==> config.mk <==
export PLATFORM = sky130hd
export DESIGN_NAME = adt7420_bcd_converter
export DESIGN_NICKNAME = d
export VERILOG_FILES = /design/src/rtl/adt7420_bcd_converter.sv
export SDC_FILE = /design/constraint.sdc
export NUM_CORES = 1
export LEC_CHECK = 0
export ABC_AREA = 1
export BUFFER_PORTS_ARGS = -buffer_cell sky130_fd_sc_hd__buf_2
export CELL_PAD_IN_SITES_DETAIL_PLACEMENT = 1
export CELL_PAD_IN_SITES_GLOBAL_PLACEMENT = 1
export CORE_MARGIN = 2
export CORE_UTILIZATION = 46
export DETAILED_ROUTE_END_ITERATION = 8
export GPL_TIMING_DRIVEN = 0
export PLACE_DENSITY = 0.85
export SYNTH_ARGS = -nofsm -noshare
export SYNTH_HDL_FRONTEND = slang
export SYNTH_SLANG_ARGS = --single-unit
==> constraint.sdc <==
create_clock -name clk -period 5.2 [get_ports clk]
set_input_delay 1.04 -clock clk [delete_from_list [all_inputs] [get_ports clk]]
set_output_delay 1.04 -clock clk [all_outputs]
set_load 0.05 [all_outputs]
==> src/rtl/adt7420_bcd_converter.sv <==
// ADT7420 13-bit temperature word to sign + 3 integer BCD digits + 2 fraction BCD digits.
// Define ADT7420_BCD_ROUND_EN to round hundredths half-up; the default build truncates.
module adt7420_bcd_converter (
  input  logic        clk,
  input  logic        rst,
  input  logic [15:0] in_data,
  input  logic        in_valid,
  output logic        in_ready,
  output logic        out_sign,
  output logic [3:0]  out_hund,
  output logic [3:0]  out_tens,
  output logic [3:0]  out_ones,
  output logic [3:0]  out_tenth,
  output logic [3:0]  out_hundth,
  output logic        out_valid,
  input  logic        out_ready
);

  typedef enum logic [1:0] {IDLE = 2'd0, LOAD = 2'd1, CONV = 2'd2, DONE = 2'd3} state_t;

  state_t      state_q;
  logic [12:0] raw_q;
  logic        sign_q;
  logic [13:0] int_bin_q;
  logic [13:0] frac_bin_q;
  logic [15:0] int_bcd_q;
  logic [15:0] frac_bcd_q;
  logic [3:0]  cnt_q;
  logic        in_ready_q;
  logic        out_valid_q;
  logic        out_sign_q;
  logic [3:0]  out_hund_q, out_tens_q, out_ones_q, out_tenth_q, out_hundth_q;

  logic [13:0] mag_d;
  logic [13:0] frac_prod_d;
  logic [15:0] int_bcd_d;
  logic [15:0] frac_bcd_d;
  logic [3:0]  tenth_d;
  logic [3:0]  hundth_d;
  logic        unused_bits;

  assign unused_bits = ^in_data[2:0];

  // One double-dabble iteration: add 3 to every digit >= 5, then shift in the next binary bit.
  function automatic logic [15:0] dd_step(input logic [15:0] bcd, input logic b);
    logic [15:0] adj;
    adj = bcd;
    for (int i = 0; i < 4; i++) begin
      if (bcd[4*i +: 4] >= 4'd5) begin
        adj[4*i +: 4] = bcd[4*i +: 4] + 4'd3;
      end else begin
        adj[4*i +: 4] = bcd[4*i +: 4];
      end
    end
    return {adj[14:0], b};
  endfunction

  // Magnitude, fraction product, next BCD step and final fraction digits.
  always_comb begin
    if (raw_q[12]) begin
      mag_d = 14'd0 - {raw_q[12], raw_q};
    end else begin
      mag_d = {1'b0, raw_q};
    end
    frac_prod_d = {10'd0, mag_d[3:0]} * 14'd625;
    int_bcd_d   = dd_step(int_bcd_q, int_bin_q[13]);
    frac_bcd_d  = dd_step(frac_bcd_q, frac_bin_q[13]);
`ifdef ADT7420_BCD_ROUND_EN
    // Tens digit of the fraction is the round digit; it never carries past tenths.
    if (frac_bcd_d[7:4] >= 4'd5) begin
      if (frac_bcd_d[11:8] == 4'd9) begin
        hundth_d = 4'd0;
        tenth_d  = frac_bcd_d[15:12] + 4'd1;
      end else begin
        hundth_d = frac_bcd_d[11:8] + 4'd1;
        tenth_d  = frac_bcd_d[15:12];
      end
    end else begin
      hundth_d = frac_bcd_d[11:8];
      tenth_d  = frac_bcd_d[15:12];
    end
`else
    hundth_d = frac_bcd_d[11:8];
    tenth_d  = frac_bcd_d[15:12];
`endif
  end

  // Control FSM with conversion datapath and registered outputs.
  always_ff @(posedge clk) begin
    if (rst) begin
      state_q      <= IDLE;
      raw_q        <= 13'd0;
      sign_q       <= 1'b0;
      int_bin_q    <= 14'd0;
      frac_bin_q   <= 14'd0;
      int_bcd_q    <= 16'd0;
      frac_bcd_q   <= 16'd0;
      cnt_q        <= 4'd0;
      in_ready_q   <= 1'b0;
      out_valid_q  <= 1'b0;
      out_sign_q   <= 1'b0;
      out_hund_q   <= 4'h0;
      out_tens_q   <= 4'h0;
      out_ones_q   <= 4'h0;
      out_tenth_q  <= 4'h0;
      out_hundth_q <= 4'h0;
    end else begin
      case (state_q)
        IDLE: begin
          if (in_valid && in_ready_q) begin
            raw_q      <= in_data[15:3];
            in_ready_q <= 1'b0;
            state_q    <= LOAD;
          end else begin
            in_ready_q <= 1'b1;
          end
        end
        LOAD: begin
          sign_q     <= raw_q[12];
          int_bin_q  <= {4'd0, mag_d[13:4]};
          frac_bin_q <= frac_prod_d;
          int_bcd_q  <= 16'd0;
          frac_bcd_q <= 16'd0;
          cnt_q      <= 4'd0;
          state_q    <= CONV;
        end
        CONV: begin
          int_bcd_q  <= int_bcd_d;
          frac_bcd_q <= frac_bcd_d;
          int_bin_q  <= {int_bin_q[12:0], 1'b0};
          frac_bin_q <= {frac_bin_q[12:0], 1'b0};
          if (cnt_q == 4'd13) begin
            cnt_q        <= 4'd0;
            out_sign_q   <= sign_q;
            out_hund_q   <= int_bcd_d[11:8];
            out_tens_q   <= int_bcd_d[7:4];
            out_ones_q   <= int_bcd_d[3:0];
            out_tenth_q  <= tenth_d;
            out_hundth_q <= hundth_d;
            out_valid_q  <= 1'b1;
            state_q      <= DONE;
          end else begin
            cnt_q <= cnt_q + 4'd1;
          end
        end
        DONE: begin
          if (out_ready) begin
            out_valid_q <= 1'b0;
            in_ready_q  <= 1'b1;
            state_q     <= IDLE;
          end else begin
            out_valid_q <= 1'b1;
          end
        end
        default: begin
          state_q     <= IDLE;
          in_ready_q  <= 1'b0;
          out_valid_q <= 1'b0;
        end
      endcase
    end
  end

  assign in_ready   = in_ready_q;
  assign out_valid  = out_valid_q;
  assign out_sign   = out_sign_q;
  assign out_hund   = out_hund_q;
  assign out_tens   = out_tens_q;
  assign out_ones   = out_ones_q;
  assign out_tenth  = out_tenth_q;
  assign out_hundth = out_hundth_q;

endmodule

Word level (Yosys, flattened, before mapping). Cells that the tools add are included.

Register bits: 103. Bits of input ports: 20. Output and inout port bits: 23. Word-level logic and storage cells: 77.

Add/sub/neg operators: 10. $mul: 1. Magnitude comparators: 8. Equal/unequal tests: 7. Multiplexer cells: 25. Reductions and logical operators: 10.

Operators by type and width (number): one-hot mux 16 bit (2 select lines) (2); one-hot mux 14 bit (2 select lines) (2); greater-or-equal comparator 4 x 3 -> 1 bit, second input constant (8); two-way mux 4 bit (7); adder 4 x 2 -> 4 bit, second input constant (6); multiplier 4 x 10 -> 14 bit, second input constant (1); two-way mux 14 bit (1); subtractor 1 x 13 -> 14 bit, first input constant (1); one-hot mux 2 bit (4 select lines) (1); one-hot mux 4 bit (2 select lines) (1); AND reduction 2 bit (4); adder 3 x 2 -> 3 bit, second input constant (2); two-way mux 2 bit (3); two-way mux 3 bit (2); inequality test 2 bit, second input constant (3); nonzero test 2 bit (3); adder 4 x 1 -> 4 bit, second input constant (1); equality test 2 bit, second input constant (2); equality test 4 bit, second input constant (1); two-way mux 1 bit (4); one-hot mux 1 bit (2 select lines) (2); AND reduction 3 bit (1); equality test 2 x 1 -> 1 bit, second input constant (1); zero test 2 bit (1); logical AND 1 bit (1).

Logic depth before layout (Yosys ltp).
Word-level depth: 4. Gate-level depth with buffers: 21. Depth with buffers taken out: 21.

Least setup slack after synthesis. No wires, ideal clock.

Path kind: reg2reg. Start: register raw_q[0]. End: register frac_bin_q[12]. Setup time: 0.132 ns. Arrival: 2.622 ns. Required time: 5.068 ns. Setup slack: 2.446 ns. Stages on the path, launching flop included: 20. Buffers on the path: 0. Clock period less this slack: 2.754 ns. Cells stage by stage: dfxtp_1 > inv_1 > ha_1 > inv_1 > nand3_1 > nand2_1 > inv_1 > nand2_1 > nand2_1 > ha_1 > ha_1 > fa_1 > nand3_1 > nand2_1 > nand2_1 > nand2_1 > nand2_1 > nand2_1 > nand2_1 > a21oi_1.

Longest elaborated chain between the ends: 4.

RTL lines: start: declaration (line 22) `logic [12:0] raw_q;`; start signal: assignment (line 111) `raw_q <= in_data[15:3];`; subtractor 1 x 13 -> 14 bit (line 61) `mag_d = 14'd0 - {raw_q[12], raw_q};`; two-way mux 14 bit * (line 60) `if (raw_q[12]) begin`; multiplier 4 x 10 -> 14 bit * (line 65) `frac_prod_d = {10'd0, mag_d[3:0]} * 14'd625;`; one-hot mux 14 bit (2 select lines) * (line 108) `case (state_q)`; end signal: assignment (line 121) `frac_bin_q <= frac_prod_d;`; end signal: assignment (line 131) `frac_bin_q <= {frac_bin_q[12:0], 1'b0};`; end: declaration (line 25) `logic [13:0] frac_bin_q;`.

Mark *: on every way between the ends. The rest lies on a longest branch, timed or not. A chain may end at the register's enable or synchronous reset.

Worst setup path after layout. Same ends and word-level chain as after synthesis.

==> results.toml <==
[status]
status = "finished, final reports clean"

[finish]
design.final.nets = 814
drive_gt1_share_pct = 9.935
fillers = 1448
design_area_um2 = 5569
syn2layout_area_growth_pct = 11.69
antenna_cells = 0

[floorplan]
initial_utilization_pct = 46.61
ioPinCount = 43
rows = 38
die_area_um2 = 11690
coreArea_um2 = 10700
dieHeight_um = 108.1
fp.dieW_um = 108.1

[detailed_routing]
num_vias = 4765
drcViolationCount = 0
routed_via_density = 5.265
ant_nets = 0
drtPass1Iterations = 4
wl_per_cell_um = 15.35
drt_iter0_drc = 142
routed_wl_um = 13890

[power_and_ir_drop]
peakVddDrop_v = 0.0002261
powerDensity_nw_per_um2 = 383.1
p_leak_uw = 0.002507
design_power_total_uw = 2134

[clock_tree]
cts_root_buffer = "clkbuf_8"
cts_made_buffers = 9
hold_buffers = 0
clockBufferDepth = 2
tritoncts = "yes"
htree_levels = 3
cts_resized = 0
clock_sinks = 99
cts.clk_slew.worst_paths_ns = 0.10
clk_latency_ns = 0.38
cts_setup_buffers = 0

[yosys]
avgSynthCellArea_um2 = 7.023
syn_inst = 710
syn_nets = 764
synth_edf_count = 0
synth_area_um2 = 4986
yosysUniqueCellTypes = 27
yosysWarnings = 0
ys_seq_elements = 99
async_flop_share_pct = 0
yosysSeqAreaShare_pct = 39.75
yosys_most_used_dff = "dfxtp_1"

[sta]
fin_crit_ns = 3.336
setup_viol = 0
final.setup.tns_ns = 0
relSlewSlack_pct = 38.53
post-route-period-util_pct = 64.16
rsz0062_at_grt = "false"
worst_slew_pin_slew_ns = 0.9124
report.final.slew_viol_count = 0
finalHoldViolCount = 0
fmax_mhz = 299.7
fin_ws_ns = 1.864
worst_clock_skew_ns = 0.01396

[grt]
antenna_found_initial = 0
grt_pass1_wl_um = 22670
grt_pass1_vias = 4860
gr-usage-all-layers_pct = 24.79
grt_overflow = 0
grt_max_degree = 16

[placed_design]
pre_cts_slack_ns = 1.908
place_congestion = 0.8785
post-dp-hpwl_um = 10510
placed_cell_area_um2 = 5356
portBuffers = 39

[critical_path]
critPathKind = "flip-flop to flip-flop"
cp-startpoint = "raw_q[0]$_SDFFE_PP0P_"
worstPathRequired_ns = 5.43
rr_startpoint = "raw_q[0]$_SDFFE_PP0P_"
arrival_ns = 3.56
crit_fanout = 5
cp-start-kind = "flip-flop"
crit_path_end_kind = "flip-flop"

[worst_hold_path]
hp-class = "flip-flop to flip-flop"
worstHoldStart = "int_bin_q[9]$_SDFFE_PP0P_"

[job]
drv_cap = 0
-- power breakdown --
part | internal (uW) | switching [uW] | total, uW
registers | 831 | 46.8 | 877
clock network | 264 | 271 | 535
logic | 205 | 516 | 721
-- flip-flops by register name (all words and copies together) (netlist names), 12 cells and up --
| register | cells |
|---|---|
| frac_bcd_q | 16 |
| int_bcd_q | 12 |
| frac_bin_q | 14 |
| raw_q | 13 |
| int_bin_q | 14 |
-- synthesized netlist by cell type, types with 2 or more instances --
cell      count  share of area [%]
a31oi_1       7               0.88
o211ai_1      4               0.60
nand2_1     162                 12
o21ai_0      50                5.0
a21oi_1      90                9.0
or2_2         2               0.25
nor3_1        5               0.50
inv_1        84                6.3
nand4_1       5               0.63
a211oi_1      2               0.30
o22ai_1       4               0.50
clkbuf_1     16                1.2
xor2_1       10                1.8
buf_2        12                1.2
dfxtp_1      99                 40
o21ai_1      11                1.1
nand3_1      34                3.4
nor2_1       66                5.0
a221oi_1      4               0.70
ha_1         33                8.3
inv_2         4               0.30
-- per-layer routing --
layer / track usage (%) / up-vias / share of wire [%]
met1: 30.87 / 2291 / 47
met4: 8.242 / 0 / 1.7
met2: 43.35 / 59 / 49
li1: - / 2396 / -
met3: 4.280 / 19 / 2.4
met5: 0 / - / 0
-- area by class of cell --
class	count	area, um2	share of cell area, %
multi-input cells	492	2537	45.56
flip-flops and latches	99	1982	35.59
inverters	88	330.3	5.931
repair buffers	39	195.2	3.505
well taps	140	175.2	3.145
clock buffers	13	168.9	3.033
plain buffers	31	136.4	2.449
clock inverters	3	43.79	0.7863
-- path summary, 6_finish.rpt --
path                            cells past startpoint  slack (ns)                     endpoint
worst max-delay path                               16        1.86  frac_bin_q[12]$_SDFFE_PP0P_
worst min-delay path                                2        0.48   int_bin_q[10]$_SDFFE_PP0P_
worst max register to register                     16        1.86  frac_bin_q[12]$_SDFFE_PP0P_
worst min register to register                      2        0.48   int_bin_q[10]$_SDFFE_PP0P_
-- cell families after synthesis --
logic type	Yosys count	synth area share [%]
flip-flops	99	39.75
buffers and inverters	119	9.360
AND/OR/NAND/NOR	276	22.31
adder cells (fa/ha/maj)	34	8.683
AO/OA/AOI/OAI	172	18.14
XOR/XNOR	10	1.757
-- placed cells by master (no fill, tap or decap), types with 2 or more instances in the layout --
cell type	netlist	final
clkbuf_1	16	17
o211ai_1	4	4
inv_1	84	84
a211oi_1	2	2
dfxtp_1	99	99
buf_2	12	51
inv_2	4	4
o21ai_0	50	50
a31oi_1	7	7
nor2_1	66	66
a221oi_1	4	4
a21oi_1	90	90
nor3_1	5	5
xor2_1	10	10
o22ai_1	4	4
clkbuf_8	0	12
or2_2	2	2
nand3_1	34	34
nand2_1	162	162
ha_1	33	33
nand4_1	5	5
o21ai_1	11	11
-- metrics by stage --
step / cells / hold WS (ns) / util [%]
final: 905 / 0.4784 / 52.06
after global routing: 905 / 0.5000 / 52.06
after CTS: 905 / 0.4747 / 52.06
after detailed placement: 889 / 0.4548 / 50.07
after global placement: 889 / 0.4484 / 50.07
after floorplan: 710 / 0.4360 / -
-- worst max-delay path, cell delays in order (launching register included) --
cell	delay [ns]
dfxtp_1	0.42
inv_1	0.14
ha_1	0.29
nand2_1	0.06
o21ai_0	0.32
ha_1	0.43
ha_1	0.28
ha_1	0.24
fa_1	0.43
nand3_1	0.09
nand2_1	0.08
nand2_1	0.07
nand2_1	0.08
nand2_1	0.06
nand2_1	0.05
nand2_1	0.09
a21oi_1	0.07
No activity file was read; power rests on OpenSTA's default activity.
